`src/rtl/mc_pkg.sv`:
```
// Shared definitions for the multicycle controller: opcodes, ALU codes, FSM states, mux selects.
// The ALU imports alu_ctrl_e from here as well.
package mc_pkg;

    localparam int DATA_W = 24;
    localparam int OPC_W  = 4;
    localparam int CTRL_W = 4;

    typedef enum logic [3:0] {
        OP_NOP  = 4'h0,
        OP_ADD  = 4'h1,
        OP_SUB  = 4'h2,
        OP_AND  = 4'h3,
        OP_OR   = 4'h4,
        OP_XOR  = 4'h5,
        OP_ADDI = 4'h6,
        OP_LW   = 4'h7,
        OP_SW   = 4'h8,
        OP_BZ   = 4'h9,
        OP_BN   = 4'hA,
        OP_JMP  = 4'hB,
        OP_HALT = 4'hF
    } opcode_e;

    typedef enum logic [3:0] {
        ALU_ADD    = 4'd0,
        ALU_SUB    = 4'd1,
        ALU_AND    = 4'd2,
        ALU_OR     = 4'd3,
        ALU_XOR    = 4'd4,
        ALU_PASS_B = 4'd5
    } alu_ctrl_e;

    typedef enum logic [3:0] {
        S_IDLE   = 4'd0,
        S_FETCH  = 4'd1,
        S_DECODE = 4'd2,
        S_EXEC   = 4'd3,
        S_ALU_WB = 4'd4,
        S_ADDR   = 4'd5,
        S_MEM_RD = 4'd6,
        S_MEM_WB = 4'd7,
        S_MEM_WR = 4'd8,
        S_BRANCH = 4'd9,
        S_JUMP   = 4'd10,
        S_HALT   = 4'd11
    } state_e;

    localparam logic [1:0] SRCB_REG  = 2'd0;
    localparam logic [1:0] SRCB_ONE  = 2'd1;
    localparam logic [1:0] SRCB_IMM  = 2'd2;

    localparam logic [1:0] PCSRC_ALU    = 2'd0;
    localparam logic [1:0] PCSRC_ALUOUT = 2'd1;
    localparam logic [1:0] PCSRC_IMM    = 2'd2;

    function automatic logic is_illegal(input logic [3:0] op);
        return (op == 4'hC) || (op == 4'hD) || (op == 4'hE);
    endfunction

    function automatic alu_ctrl_e exec_alu(input logic [3:0] op);
        case (op)
            OP_SUB:  return ALU_SUB;
            OP_AND:  return ALU_AND;
            OP_OR:   return ALU_OR;
            OP_XOR:  return ALU_XOR;
            default: return ALU_ADD;
        endcase
    endfunction

endpackage

```
`src/rtl/mc_flag_reg.sv`:
```
// 3-bit {c,n,z} flag register: loads on we, cleared synchronously by rst_n low.
module mc_flag_reg
    import mc_pkg::*;
(
    input  logic       clk,
    input  logic       rst_n,
    input  logic       we,
    input  logic [2:0] d,
    output logic [2:0] q
);

    logic [2:0] flags_q;
    logic [2:0] flags_d;

    always_comb begin
        flags_d = flags_q;
        if (we) begin
            flags_d = d;
        end
    end

    always_ff @(posedge clk) begin
        if (!rst_n) begin
            flags_q <= 3'b000;
        end else begin
            flags_q <= flags_d;
        end
    end

    assign q = flags_q;

endmodule

```
`src/rtl/multicycle_control_unit.sv`:
```
// Moore control FSM for the 24-bit multicycle computer; outputs decode from state and opcode.
// ILLEGAL_TRAP_EN: when defined, opcodes C/D/E trap to HALT and set sticky illegal_op.
//
// state  | meaning
// IDLE   | after reset, all outputs low
// FETCH  | IR <= mem[PC], PC <= PC+1
// DECODE | ALUOut <= branch target, dispatch on opcode
// EXEC   | R-type / ADDI operation, flags captured
// ALU_WB | rd <= ALUOut
// ADDR   | ALUOut <= rs + sext(imm)
// MEM_RD | MDR <= mem[ALUOut]
// MEM_WB | rd <= MDR
// MEM_WR | mem[ALUOut] <= rd
// BRANCH | conditional PC <= ALUOut
// JUMP   | PC <= zext(imm)
// HALT   | stopped until reset
module multicycle_control_unit
    import mc_pkg::*;
#(
    parameter int DATA_W = mc_pkg::DATA_W,
    parameter int OPC_W  = mc_pkg::OPC_W,
    parameter int CTRL_W = mc_pkg::CTRL_W
) (
    input  logic              clk,
    input  logic              rst_n,
    input  logic [DATA_W-1:0] instr,
    input  logic              alu_z,
    input  logic              alu_n,
    input  logic              alu_cout,
    output logic              pc_write,
    output logic              ir_write,
    output logic              mem_read,
    output logic              mem_write,
    output logic              i_or_d,
    output logic              reg_write,
    output logic              mem_to_reg,
    output logic              alu_src_a,
    output logic [1:0]        alu_src_b,
    output logic [CTRL_W-1:0] alu_control,
    output logic [1:0]        pc_src,
    output logic [2:0]        flags,
    output logic              halted,
    output logic              illegal_op
);

    state_e     state_q, state_d;
    logic       halted_q, halted_d;
    logic [3:0] opc;
    logic       flag_we;
    logic       unused_instr;

    assign opc          = 4'(instr[DATA_W-1 -: OPC_W]);
    assign unused_instr = ^instr[DATA_W-OPC_W-1:0];

`ifdef ILLEGAL_TRAP_EN
    logic illegal_q, illegal_d;
`endif

    always_comb begin
        state_d = state_q;
`ifdef ILLEGAL_TRAP_EN
        illegal_d = illegal_q;
`endif
        case (state_q)
            S_IDLE:   state_d = S_FETCH;
            S_FETCH:  state_d = S_DECODE;
            S_DECODE: begin
                case (opc)
                    OP_ADD, OP_SUB, OP_AND, OP_OR, OP_XOR, OP_ADDI: state_d = S_EXEC;
                    OP_LW, OP_SW:  state_d = S_ADDR;
                    OP_BZ, OP_BN:  state_d = S_BRANCH;
                    OP_JMP:        state_d = S_JUMP;
                    OP_HALT:       state_d = S_HALT;
                    default: begin
`ifdef ILLEGAL_TRAP_EN
                        if (is_illegal(opc)) begin
                            state_d   = S_HALT;
                            illegal_d = 1'b1;
                        end else begin
                            state_d = S_FETCH;
                        end
`else
                        state_d = S_FETCH;
`endif
                    end
                endcase
            end
            S_EXEC:   state_d = S_ALU_WB;
            S_ALU_WB: state_d = S_FETCH;
            S_ADDR:   state_d = (opc == OP_LW) ? S_MEM_RD : S_MEM_WR;
            S_MEM_RD: state_d = S_MEM_WB;
            S_MEM_WB: state_d = S_FETCH;
            S_MEM_WR: state_d = S_FETCH;
            S_BRANCH: state_d = S_FETCH;
            S_JUMP:   state_d = S_FETCH;
            S_HALT:   state_d = S_HALT;
            default:  state_d = S_IDLE;
        endcase
        halted_d = (state_d == S_HALT);
    end

    always_ff @(posedge clk) begin
        if (!rst_n) begin
            state_q   <= S_IDLE;
            halted_q  <= 1'b0;
`ifdef ILLEGAL_TRAP_EN
            illegal_q <= 1'b0;
`endif
        end else begin
            state_q   <= state_d;
            halted_q  <= halted_d;
`ifdef ILLEGAL_TRAP_EN
            illegal_q <= illegal_d;
`endif
        end
    end

    // Branch decision uses the flags held from the last EXEC, not the live ALU flags.
    always_comb begin
        pc_write    = 1'b0;
        ir_write    = 1'b0;
        mem_read    = 1'b0;
        mem_write   = 1'b0;
        i_or_d      = 1'b0;
        reg_write   = 1'b0;
        mem_to_reg  = 1'b0;
        alu_src_a   = 1'b0;
        alu_src_b   = SRCB_REG;
        alu_control = CTRL_W'(ALU_ADD);
        pc_src      = PCSRC_ALU;
        case (state_q)
            S_FETCH: begin
                mem_read  = 1'b1;
                ir_write  = 1'b1;
                pc_write  = 1'b1;
                alu_src_b = SRCB_ONE;
            end
            S_DECODE: alu_src_b = SRCB_IMM;
            S_EXEC: begin
                alu_src_a   = 1'b1;
                alu_src_b   = (opc == OP_ADDI) ? SRCB_IMM : SRCB_REG;
                alu_control = CTRL_W'(exec_alu(opc));
            end
            S_ALU_WB: reg_write = 1'b1;
            S_ADDR: begin
                alu_src_a = 1'b1;
                alu_src_b = SRCB_IMM;
            end
            S_MEM_RD: begin
                mem_read = 1'b1;
                i_or_d   = 1'b1;
            end
            S_MEM_WB: begin
                reg_write  = 1'b1;
                mem_to_reg = 1'b1;
            end
            S_MEM_WR: begin
                mem_write = 1'b1;
                i_or_d    = 1'b1;
            end
            S_BRANCH: begin
                pc_src   = PCSRC_ALUOUT;
                pc_write = ((opc == OP_BZ) && flags[0]) || ((opc == OP_BN) && flags[1]);
            end
            S_JUMP: begin
                pc_write = 1'b1;
                pc_src   = PCSRC_IMM;
            end
            default: ;
        endcase
    end

    assign flag_we = (state_q == S_EXEC);

    mc_flag_reg u_flags (
        .clk   (clk),
        .rst_n (rst_n),
        .we    (flag_we),
        .d     ({alu_cout, alu_n, alu_z}),
        .q     (flags)
    );

    assign halted = halted_q;
`ifdef ILLEGAL_TRAP_EN
    assign illegal_op = illegal_q;
`else
    assign illegal_op = 1'b0;
`endif

endmodule

```
`config.mk`:
```
export PLATFORM = sky130hd
export DESIGN_NAME = multicycle_control_unit
export DESIGN_NICKNAME = d
export VERILOG_FILES = /design/src/rtl/mc_pkg.sv /design/src/rtl/mc_flag_reg.sv /design/src/rtl/multicycle_control_unit.sv
export SDC_FILE = /design/constraint.sdc
export NUM_CORES = 1
export LEC_CHECK = 0
export ABC_AREA = 1
export CORE_MARGIN = 2
export CORE_UTILIZATION = 32
export CTS_CLUSTER_SIZE = 28
export DETAILED_ROUTE_END_ITERATION = 7
export HOLD_SLACK_MARGIN = 0.12
export PLACE_DENSITY = 0.88
export SYNTH_ARGS = -nofsm -noshare
export SYNTH_HDL_FRONTEND = slang
export SYNTH_SLANG_ARGS = --single-unit
```
`constraint.sdc`:
```
create_clock -name clk -period 1.2 [get_ports clk]
set_input_delay 0.18 -clock clk [delete_from_list [all_inputs] [get_ports clk]]
set_output_delay 0.18 -clock clk [all_outputs]
set_load 0.005 [all_outputs]
```
; After elaboration in Yosys (flattened, before gate mapping)
; Memories as Yosys holds them, arrays and structs flattened.
; Cells that the tools add are included.
[classes]
n_reduce_logical = 11
muxes = 15
n_eq_ne = 20
[ops]
columns = cell, count
row1 = $eq A4 B3 Y1 const B, 8
row2 = $eq A4 B4 Y1 const B, 7
row3 = $pmux W4 S7, 1
row4 = $eq A4 B2 Y1 const B, 4
row5 = $pmux W3 S4, 1
row6 = $reduce_or A2 Y1, 6
row7 = $mux W1, 7
row8 = $pmux W2 S3, 1
row9 = $reduce_or A6 Y1, 1
row10 = $eq A4 B1 Y1 const B, 1
row11 = $logic_not A4 Y1, 1
row12 = $mux W4, 1
row13 = $pmux W2 S2, 1
row14 = $mux W3, 1
row15 = $logic_and A1 B1 Y1, 2
row16 = $mux W2, 1
row17 = $pmux W1 S2, 1
row18 = $logic_or A1 B1 Y1, 1
[totals]
memories = 1
rom_bits = 64
wordCells = 50
register_bits = 8
[mem_list]
columns = name, depth, width, read_ports, rd_clocked_by_memory_dff, wr, line
row1 = (no name shown), 16, 4, 1, 0, 0, multicycle_control_unit.sv:68  ; case (opc)

; Logic depth before layout (Yosys ltp)
[depth]
word_depth = 4
depth_mapped = 7
mapped_depth_nobuf = 7

; By module
; From an unflattened synthesis, not the netlist that was laid out.
[hier_totals]
hier_cells = 115
hier_area_um2 = 648.1
[by_module_without_submodules]
columns = module, area_per_inst_um2, instances, cells_per_inst
row1 = multicycle_control_unit, 531.8, 1, 97
row2 = mc_flag_reg, 116.4, 1, 18

; Worst setup path before layout
; OpenSTA, ideal clock, no wires.
[synth_path]
kind = register to output
from = register state_q[1]
to = output alu_control[2]
path_stages_with_launch = 5
arrival_time_ns = 0.966
slack_ns = 0.054
t_required_ns = 1.020
cell_sequence = dfxtp_1 nand2_1 nor2_4 inv_2 nor4_1
[synth_via]
elab_chain_len = 2
[synth_lines]
columns = element, line
row1 = from (decl), multicycle_control_unit.sv:46  ; state_e state_q, state_d;
row2 = from (signal assigned), multicycle_control_unit.sv:110  ; state_q <= state_d;
row3 = $eq A4 B2 Y1, multicycle_control_unit.sv:131  ; case (state_q)
row4 = $mux W3, multicycle_control_unit.sv:131
row5 = to (decl), multicycle_control_unit.sv:39  ; output logic [CTRL_W-1:0] alu_control,
; No other way between the ends.

; Worst setup path in the final report
[layout_path]
from = register state_q[2]
to = output alu_control[2]
; The elaborated chain is that of the path after synthesis.

==> impl_metrics.prom <==
# TYPE chip_impl_metric gauge
chip_impl_info{name="outcome",value="complete, but fails checks"} 1
chip_impl_info{name="violations",value="setup timing"} 1
chip_impl_metric{name="chipWidth",unit="um"} 47.77
chip_impl_metric{name="post_detailed_placement_cell_area",unit="sq um"} 1106
chip_impl_metric{name="crit_path_max_fanout",unit=""} 4
chip_impl_metric{name="gp_congestion",unit=""} 0.8746
chip_impl_metric{name="io_buffers",unit=""} 27
chip_impl_info{name="holdCritStartpoint",value="u_flags.q[2]$_SDFFE_PN0P_"} 1
chip_impl_metric{name="number_of_levels_the_h_tree_was_split_into",unit=""} 1
chip_impl_metric{name="r2r_setup_slack",unit="ps"} -190
chip_impl_metric{name="drcViolationCount",unit=""} 0
chip_impl_info{name="setup.worst_path.start_class",value="flop"} 1
chip_impl_metric{name="timing.reg2reg.worst_path_depth",unit=""} 10
chip_impl_metric{name="n_antenna_cell",unit=""} 0
chip_impl_metric{name="fin_tns_setup",unit="ps"} -3973
chip_impl_metric{name="clock_tree.buffer_depth",unit=""} 2
chip_impl_metric{name="routed_wl",unit="mm"} 2.818
chip_impl_metric{name="synth.yosys.warnings",unit=""} 0
chip_impl_metric{name="max_freq",unit="MHz"} 650.0
chip_impl_metric{name="netlist-cell-type-count",unit=""} 20
chip_impl_metric{name="cts_clock_pin_slew_for_the_worst_setup_and_hold_paths",unit="ps"} 60
chip_impl_metric{name="min_path_cells",unit=""} 2
chip_impl_metric{name="power-per-cell-area",unit="nW/um^2"} 922.3
chip_impl_metric{name="finClkSkew",unit="ps"} 2.584
chip_impl_info{name="rsz0062_at_grt",value="yes"} 1
chip_impl_metric{name="areaGrowthSynthToFinish",unit="%"} 132.2
chip_impl_metric{name="synth.cell_area",unit="sq um"} 613.1
chip_impl_metric{name="pre_cts_setup_slack",unit="ps"} -643.3
chip_impl_metric{name="routed-via-count",unit=""} 985
chip_impl_metric{name="timing_hold_violations_final",unit=""} 0
chip_impl_info{name="min-delay-path-class",value="reg -> reg"} 1
chip_impl_metric{name="synthesis.instances",unit=""} 105
chip_impl_metric{name="grt_start_max_net_pins",unit=""} 7
chip_impl_metric{name="async_flop_share",unit=""} 0
chip_impl_metric{name="nets",unit=""} 208
chip_impl_metric{name="fin_area",unit="sq um"} 1424
chip_impl_metric{name="first_iter_violations",unit=""} 28
chip_impl_metric{name="floorplan.initialDensity",unit=""} 0.3475
chip_impl_metric{name="number_of_max_cap_violations",unit=""} 0
chip_impl_metric{name="drtPass1Iterations",unit=""} 4
chip_impl_metric{name="routedWlPerCell",unit="um"} 13.95
chip_impl_metric{name="cts_inserted_buffers",unit=""} 3
chip_impl_info{name="post_synth_main_area_contributors",value="sky130_fd_sc_hd__dfxtp_1, sky130_fd_sc_hd__nor2_1, sky130_fd_sc_hd__nand2_1"} 1
chip_impl_info{name="rr_endpoint",value="state_q[1]$_SDFF_PN0_"} 1
chip_impl_metric{name="overflow",unit=""} 0
chip_impl_metric{name="insertion_delay",unit="ps"} 260
chip_impl_metric{name="detail_route.vias_per_cell",unit=""} 4.876
chip_impl_metric{name="worst-endpoint-arrival",unit="ps"} 1360
chip_impl_metric{name="num_rows",unit=""} 15
chip_impl_metric{name="floorplan.die_area",unit="sq um"} 2282
chip_impl_metric{name="power.leakage",unit="nW"} 0.7188
chip_impl_metric{name="gr-usage-all-layers",unit=""} 0.2508
chip_impl_metric{name="vias_in_the_first_global_route",unit=""} 969
chip_impl_metric{name="numClockSinks",unit=""} 8
chip_impl_metric{name="antenna_violations_before_repair",unit=""} 0
chip_impl_metric{name="core-area",unit="sq um"} 1764
chip_impl_metric{name="antenna_left",unit=""} 0
chip_impl_metric{name="critPathRequiredTime",unit="ps"} 1020
chip_impl_metric{name="post_route_cells_drive_above_1_share",unit=""} 0.6102
chip_impl_info{name="yosys-top-cells-count",value="sky130_fd_sc_hd__nor2_1, sky130_fd_sc_hd__nand2_1, sky130_fd_sc_hd__inv_1"} 1
chip_impl_info{name="synth.most_common_cell",value="sky130_fd_sc_hd__nor2_1"} 1
chip_impl_info{name="cts_tree",value="yes"} 1
chip_impl_metric{name="finalCoreUtilization",unit=""} 0.8071
chip_impl_metric{name="ys_ff_latch",unit=""} 8
chip_impl_metric{name="layout_worst_path_cycle_share",unit=""} 1.282
chip_impl_metric{name="hold-worst-slack",unit="ps"} 524.9
chip_impl_info{name="crit-reg2reg-launch",value="state_q[1]$_SDFF_PN0_"} 1
chip_impl_metric{name="synth_enable_flop_cells",unit=""} 0
chip_impl_info{name="cts_root_buf",value="sky130_fd_sc_hd__clkbuf_4"} 1
chip_impl_metric{name="setup_slack",unit="ps"} -338.4
chip_impl_info{name="post-synth-top-area-cell",value="sky130_fd_sc_hd__dfxtp_1"} 1
chip_impl_metric{name="yosysTopAreaCellShare",unit=""} 0.2612
chip_impl_metric{name="die_height",unit="um"} 47.77
chip_impl_metric{name="grt_pass1_wl",unit="mm"} 4.002
chip_impl_metric{name="synth_seq_area_share",unit=""} 0.2612
chip_impl_info{name="timing.critical_path.from",value="state_q[2]$_SDFF_PN0_"} 1
chip_impl_metric{name="num_io_pins",unit=""} 50
chip_impl_info{name="hold_end",value="u_flags.q[2]$_SDFFE_PN0P_"} 1
chip_impl_metric{name="slew_viol_final",unit=""} 0
chip_impl_info{name="timing.setup.critical_path_class",value="reg -> out"} 1
chip_impl_metric{name="final-setup-viol-count",unit=""} 21
chip_impl_metric{name="peakVddDrop",unit="uV"} 616.0
chip_impl_info{name="postSynth.topFlopCell",value="sky130_fd_sc_hd__dfxtp_1"} 1
chip_impl_metric{name="fin_crit",unit="ps"} 1538
chip_impl_metric{name="detailedPlacementHpwl",unit="mm"} 1.637
chip_impl_info{name="critical_path.endpoint_type",value="output pin"} 1
chip_impl_metric{name="post_synth.cell_area_avg",unit="sq um"} 5.839
[cells in the final DEF (no fill, tap or decap)]
cell                              synthesis  routed
sky130_fd_sc_hd__a21oi_1                  7       3
sky130_fd_sc_hd__a21oi_2                  1       5
sky130_fd_sc_hd__a22o_1                   1       1
sky130_fd_sc_hd__a31oi_1                  1       1
sky130_fd_sc_hd__buf_2                    0       8
sky130_fd_sc_hd__buf_4                    3      33
sky130_fd_sc_hd__buf_6                    0      14
sky130_fd_sc_hd__clkbuf_2                 0       1
sky130_fd_sc_hd__clkbuf_4                 0       3
sky130_fd_sc_hd__clkdlybuf4s15_2          0       1
sky130_fd_sc_hd__clkdlybuf4s50_1          0       4
sky130_fd_sc_hd__conb_1                   1       2
sky130_fd_sc_hd__dfxtp_1                  8       2
sky130_fd_sc_hd__dfxtp_2                  0       4
sky130_fd_sc_hd__dfxtp_4                  0       2
sky130_fd_sc_hd__dlygate4sd2_1            0      10
sky130_fd_sc_hd__inv_1                   14       8
sky130_fd_sc_hd__inv_2                    1       4
sky130_fd_sc_hd__inv_4                    0       3
sky130_fd_sc_hd__nand2_1                 20      16
sky130_fd_sc_hd__nand2_2                  3       2
sky130_fd_sc_hd__nand2_4                  1       5
sky130_fd_sc_hd__nand2_8                  0       1
sky130_fd_sc_hd__nand3_1                  8       6
sky130_fd_sc_hd__nand3_2                  0       2
sky130_fd_sc_hd__nand3b_1                 1       1
sky130_fd_sc_hd__nand4_1                  1       1
sky130_fd_sc_hd__nor2_1                  26      10
sky130_fd_sc_hd__nor2_2                   0       8
sky130_fd_sc_hd__nor2_4                   2      10
sky130_fd_sc_hd__nor4_4                   0       1
sky130_fd_sc_hd__o21ai_0                  4       2
sky130_fd_sc_hd__o21ai_1                  0       2
sky130_fd_sc_hd__or2_4                    0       1
[repair_timing]
action / CTS / global route
pin swaps: 11 / 12
hold buffers: 0 / 0
endpoints found under the setup margin: 24 / 22
buffers inserted: 15 / 2
resized for setup: 110 / 25
[power breakdown]
group          leakage [nW]  switching [mW]  internal (mW)
clock                0.0138          0.0977          0.115
combinational         0.637           0.349          0.401
sequential           0.0683          0.0476          0.303
total                 0.719           0.495          0.819
[layer usage]
| layer | vias to the layer above | wire length [um] | GRT usage |
|---|---|---|---|
| met1 | 466 | 1036 | 0.2709 |
| met3 | 10 | 184 | 0.06415 |
| met4 | 0 | 73 | 0.05405 |
| met2 | 39 | 1523 | 0.4827 |
| li1 | 470 | - | - |
| met5 | - | 0 | 0 |
[stage by stage]
stage,instances,total power [mW]
after global placement,183,0.8181
after floorplan,106,0.5451
after global routing,202,1.393
after CTS,201,1.216
final,202,1.313
after detailed placement,183,0.8372
[kinds of logic (layout without fill, tap and decap cells)]
| kind of cell | Yosys count | in the layout | share of synthesized area |
|---|---|---|---|
| compound gates | 14 | 14 | 0.1286 |
| buf+inv | 18 | 89 | 0.1286 |
| flops | 8 | 8 | 0.2612 |
| other cells | 1 | 2 | 0.006117 |
| simple gates | 64 | 64 | 0.4755 |
[critical path, stage by stage, from the launching register on]
cell	delay, ps
sky130_fd_sc_hd__dfxtp_2	340
sky130_fd_sc_hd__inv_4	100
sky130_fd_sc_hd__nand2_4	80
sky130_fd_sc_hd__nor2_4	120
sky130_fd_sc_hd__inv_2	70
sky130_fd_sc_hd__buf_6	120
sky130_fd_sc_hd__nor4_4	120
sky130_fd_sc_hd__buf_2	150
[final cells by class]
cell class	instances	area (sq um)
clock buffers	3	22.52
fillers	122	340.3
inverters	15	63.81
multi-input cells	80	544.3
flip-flops and latches	8	172.7
well taps	25	31.28
repair buffers	71	589.3
[sequential cells by signal, indices dropped and copies added, names as in the netlist]
| signal | flops |
|---|---|
| u_flags.q | 3 |
| state_q | 4 |
| halted | 1 |
[worst max path at each step]
stage,end,slack [ps],cells after the start
after floorplan,alu_control[2],50,4
after global placement,alu_control[2],-640,5
after detailed placement,alu_control[2],-640,5
after CTS,pc_write,-340,7
after global routing,mem_read,-390,7
final,alu_control[2],-340,7
Note: power is estimated with default switching activity, not from simulation.
